--- config.mk ---
export PLATFORM = sky130hd
export DESIGN_NAME = dmem_lsu
export DESIGN_NICKNAME = d
export VERILOG_FILES = /design/src/rtl/dmem_pkg.sv /design/src/rtl/dmem_align.sv /design/src/rtl/dmem_lsu.sv
export SDC_FILE = /design/constraint.sdc
export NUM_CORES = 2
export LEC_CHECK = 0
export ABC_AREA = 1
export BUFFER_PORTS_ARGS = -buffer_cell sky130_fd_sc_hd__buf_2
export CAP_MARGIN = 20
export CORE_MARGIN = 2
export CORE_UTILIZATION = 30
export DETAILED_ROUTE_END_ITERATION = 16
export GPL_ROUTABILITY_DRIVEN = 0
export PLACE_DENSITY_LB_ADDON = 0.3
export SYNTH_ARGS = -nofsm -noshare
export SYNTH_HDL_FRONTEND = slang
export SYNTH_SLANG_ARGS = --single-unit
export TNS_END_PERCENT = 10
--- constraint.sdc ---
create_clock -name clk -period 6.4 [get_ports clk]
set_clock_uncertainty 0.2 [all_clocks]
set_input_delay 1.28 -clock clk [delete_from_list [all_inputs] [get_ports clk]]
set_output_delay 1.28 -clock clk [all_outputs]
set_load 0.05 [all_outputs]
--- src/rtl/dmem_pkg.sv ---
// dmem_pkg: shared funct3 encodings, FSM states and sizing helper for the data memory
package dmem_pkg;
   localparam logic [2:0] F3_B  = 3'b000;
   localparam logic [2:0] F3_H  = 3'b001;
   localparam logic [2:0] F3_W  = 3'b010;
   localparam logic [2:0] F3_BU = 3'b100;
   localparam logic [2:0] F3_HU = 3'b101;

   typedef enum logic {CLEAR, IDLE} state_t;

   function automatic int log2(input int n);
      int r = 0;
      while ((1 << r) < n) r++;
      return r;
   endfunction
endpackage

--- src/rtl/dmem_align.sv ---
// dmem_align: lane masks, store replication, load extraction/extension and alignment checks
module dmem_align
   import dmem_pkg::*;
(
   input  logic        i_we,
   input  logic [2:0]  i_funct3,
   input  logic [1:0]  i_addr,
   input  logic [31:0] i_wdata,
   input  logic [31:0] i_rword,
   output logic [3:0]  o_mask,
   output logic [31:0] o_wword,
   output logic [31:0] o_rdata,
   output logic        o_err
);
   logic        w_h, w_w, w_sx, w_illegal;
   logic [15:0] w_sh;
   assign w_h = i_funct3[1:0] == F3_H[1:0];
   assign w_w = i_funct3[1:0] == F3_W[1:0];
   assign w_sx = ~i_funct3[2];
   // loads allow the unsigned B/H forms; stores have no unsigned variants
   assign w_illegal = (i_funct3[1:0] == 2'b11) | (i_we ? i_funct3[2] : i_funct3 == 3'b110);
   assign o_err = w_illegal | (w_h & i_addr[0]) | (w_w & |i_addr);
   assign o_mask = w_w ? 4'b1111 : w_h ? {{2{i_addr[1]}}, {2{~i_addr[1]}}} : 4'b0001 << i_addr;
   assign o_wword = w_w ? i_wdata : w_h ? {2{i_wdata[15:0]}} : {4{i_wdata[7:0]}};
   assign w_sh = 16'(i_rword >> {i_addr, 3'b000});
   assign o_rdata = w_w ? i_rword
                  : w_h ? {{16{w_sx & w_sh[15]}}, w_sh}
                  : {{24{w_sx & w_sh[7]}}, w_sh[7:0]};
endmodule

--- src/rtl/dmem_lsu.sv ---
// dmem_lsu: byte-addressed RV32I data memory with valid/ready requests and a registered response
module dmem_lsu
   import dmem_pkg::*;
#(
   parameter int DEPTH_WORDS    = 64,
   parameter int CLEAR_ON_RESET = 1
) (
   input  logic        clk,
   input  logic        reset,
   input  logic        req_valid,
   output logic        req_ready,
   input  logic        req_we,
   input  logic [2:0]  req_funct3,
   input  logic [31:0] req_addr,
   input  logic [31:0] req_wdata,
   output logic        rsp_valid,
   output logic [31:0] rsp_rdata,
   output logic        rsp_err,
   output logic        busy
);
   localparam int IDX_W = log2(DEPTH_WORDS);
   localparam logic [IDX_W-1:0] LAST = IDX_W'(DEPTH_WORDS - 1);

   state_t             r_state, w_next;
   logic [IDX_W-1:0]   r_clr_idx, w_idx;
   logic [31:0]        r_mem [DEPTH_WORDS];
   logic [31:0]        w_rword, w_wword, w_rdata;
   logic [3:0]         w_mask;
   logic               w_align_err, w_err, w_acc;

   assign w_idx = req_addr[IDX_W+1:2];
   assign w_rword = r_mem[w_idx];
   assign w_err = w_align_err | (|req_addr[31:IDX_W+2]);
   assign req_ready = r_state == IDLE;
   assign busy = r_state == CLEAR;
   assign w_acc = req_valid & req_ready;

   dmem_align u_align (
      .i_we     (req_we),
      .i_funct3 (req_funct3),
      .i_addr   (req_addr[1:0]),
      .i_wdata  (req_wdata),
      .i_rword  (w_rword),
      .o_mask   (w_mask),
      .o_wword  (w_wword),
      .o_rdata  (w_rdata),
      .o_err    (w_align_err)
   );

   always_comb begin
      w_next = r_state;
      if (r_state == CLEAR && r_clr_idx == LAST) w_next = IDLE;
   end

   always_ff @(posedge clk) begin
      if (reset) begin
         r_state   <= (CLEAR_ON_RESET != 0) ? CLEAR : IDLE;
         r_clr_idx <= '0;
      end else begin
         r_state   <= w_next;
         r_clr_idx <= busy ? r_clr_idx + 1'b1 : '0;
      end
   end

   // a request presented while reset is high is discarded, so writes are gated by reset
   always_ff @(posedge clk) begin
      if (!reset) begin
         if (busy) r_mem[r_clr_idx] <= '0;
         else if (w_acc && req_we && !w_err)
            for (int b = 0; b < 4; b++)
               if (w_mask[b]) r_mem[w_idx][8*b +: 8] <= w_wword[8*b +: 8];
      end
   end

   always_ff @(posedge clk) begin
      if (reset) begin
         rsp_valid <= 1'b0;
         rsp_rdata <= '0;
         rsp_err   <= 1'b0;
      end else begin
         rsp_valid <= w_acc;
         rsp_err   <= w_acc & w_err;
         rsp_rdata <= (w_acc && !req_we && !w_err) ? w_rdata : '0;
      end
   end
endmodule

==> metrics <==
status completed; Achievable Freq 218 MHz; VDD IR max 0.000295 V; top cell type's share of synthesized area 0.725; final instance area 98900 um2; slew margin rel. 0.201; CP required roughly 6900 ps; r2r setup slk 2380 ps; global route overflow 0; Setup Fix Bufs, Post-CTS 0; Max Cap Viol 0; Crit Path Class in -> reg; Critical Path Fanout Max 125; Reg clk slew, reported paths 60 ps; I/O pin cnt 107; Pwr per Cell Area 290 nW/um2; Overall Global Routing Usage 0.193; Startpoint Class input port; DP Worst Slack around 930 ps; vias in the first global route 56967; DIE WIDTH 536 um; Arrival @ worst endpoint between 5000 and 6000 ps; Syn Nets slightly above 7000; CP Capture Type flop; I/O Buffers 106; Setup TNS 0 ps; FF+latch count, synth 2089; routed wire length 284000 um; Layout Cells excl Fill 11302; H-tree depth 4; fin crit share 0.715; top post-synthesis cells by area edfxtp_1, nand3_1, nand2_1; first drt pass iteration count 7; Fin Hold WS 305 ps; library cells used by synthesis 34; max-slew violation count 0; dpl hpwl 180000 um; Vias 58745; Post-Synthesis Cells 7137; first-pass GRT wire length 406000 um; setup violators final 0; clk root buf clkbuf_16; RSZ-0062 raised after global routing false; Slew @ Worst Pin 1200 ps; Synth Warn # 0; fin util 0.351; Syn-to-layout area delta 16.6%; Synth async-reset ratio 0; Post-Syn Area 84800 um2; Design Power 28.7 mW; worst-skew pair later-pin latency between 800 and 900 ps; fin nets 7444; Post-synth top cells edfxtp_1, nand2_1, nand3_1; CTS sink cnt 2089; die area 287000 um2; ys flop type edfxtp_1; fin crit period 4580 ps; Hold Path Class reg -> reg; core area 282000 um2; share of layout cells above drive strength 1 0.120; DRC errors left 0; leak pwr about 37 nW; register area share after synthesis 0.735; CTS Hold Buffers Added 0; CTS Buf Count just over 200; largest net degree at the start of global routing 140; Final WS setup roughly 1800 ps; Post-Syn Area per Cell 11.9 um2; drt wl/cell about 25 um; top-count cell post-synth edfxtp_1; area of placed instances 92000 um2; die span in y around 540 um; Starting DRT DRC Count 8127; Starting Density 0.301; initial antenna violation count 13; largest area contributor in the netlist edfxtp_1; Post-synth EDFFs roughly 2000; Final Hold Fails 0; post-route ant nets 0; DP Cell Count between 10000 and 15000; clk buf depth 3; CTS tree built; Via density between 5 and 6; CTS resizes 0; row count 195
-- logic make-up after synthesis --
| family | synth area share |
|---|---|
| AO/OA/AOI/OAI | 0.0480 |
| XOR/XNOR | 0.000207 |
| adder cells (fa/ha/maj) | 0.000147 |
| buffers and inverters | 0.0289 |
| flip-flops | 0.735 |
| AND/OR/NAND/NOR | 0.188 |
-- worst max-delay path, cell delays in order --
cell     delay [ps]
buf_8           200
inv_16          540
buf_4           540
nand2_1         110
nand3_1         100
nand3_1          90
nand3_1         140
nand3_1         200
nand3_1         270
nand3_1         200
nand3_1         170
nand3_1          70
nand2_1          90
nand2_1          70
buf_4           220
a21oi_1         610
-- layout make-up --
cell class	count	area (um2)
fill	27636	183000
sequential	2089	62300
multi-input combinational	4507	20300
clock buffer	240	5320
tap	3743	4680
timing repair buffer	514	4490
clock inverter	147	1500
inverter	53	251
antenna	9	22.5
-- cells in the final DEF, fill, tap and decap left out, types with 31 or more instances in the layout --
cell and instances:
edfxtp_1 2048, nand2_1 1580, nand3_1 1342, nor2_1 772
o21ai_0 472, buf_4 339, o22ai_1 225, clkbuf_16 207
buf_2 101, buf_12 68, clkinv_2 50, clkinv_1 47
dfxtp_1 41, nor2_4 39, inv_1 34, clkbuf_1 31
-- state kept, by name, indices dropped and copies added (netlist names) --
signal     flops
r_mem       2048
r_clr_idx      6
rsp_err        1
rsp_valid      1
req_ready      1
rsp_rdata     32
-- per-layer routing --
layer	up-vias	GRT usage	part of all wire
met1	29323	0.253	0.40
li1	26050	-	-
met5	-	0	0.000081
met4	4	0.112	0.062
met3	524	0.0343	0.080
met2	2844	0.300	0.46
-- final timing paths --
check / start / endpoint / depth (start not counted)
hold reg to reg: r_clr_idx[0] / r_clr_idx[0] / 1
setup reg to reg: req_ready / r_mem[23][8] / 12
hold / removal: r_clr_idx[0] / r_clr_idx[0] / 1
setup / recovery: req_addr[2] / rsp_rdata[25] / 16
-- power breakdown --
group | internal (mW) | switching (mW)
Combinational | 0.419 | 1.16
Sequential | 14.8 | 0.00815
Clock | 6.92 | 5.37
(Power assumes the default switching activity.)
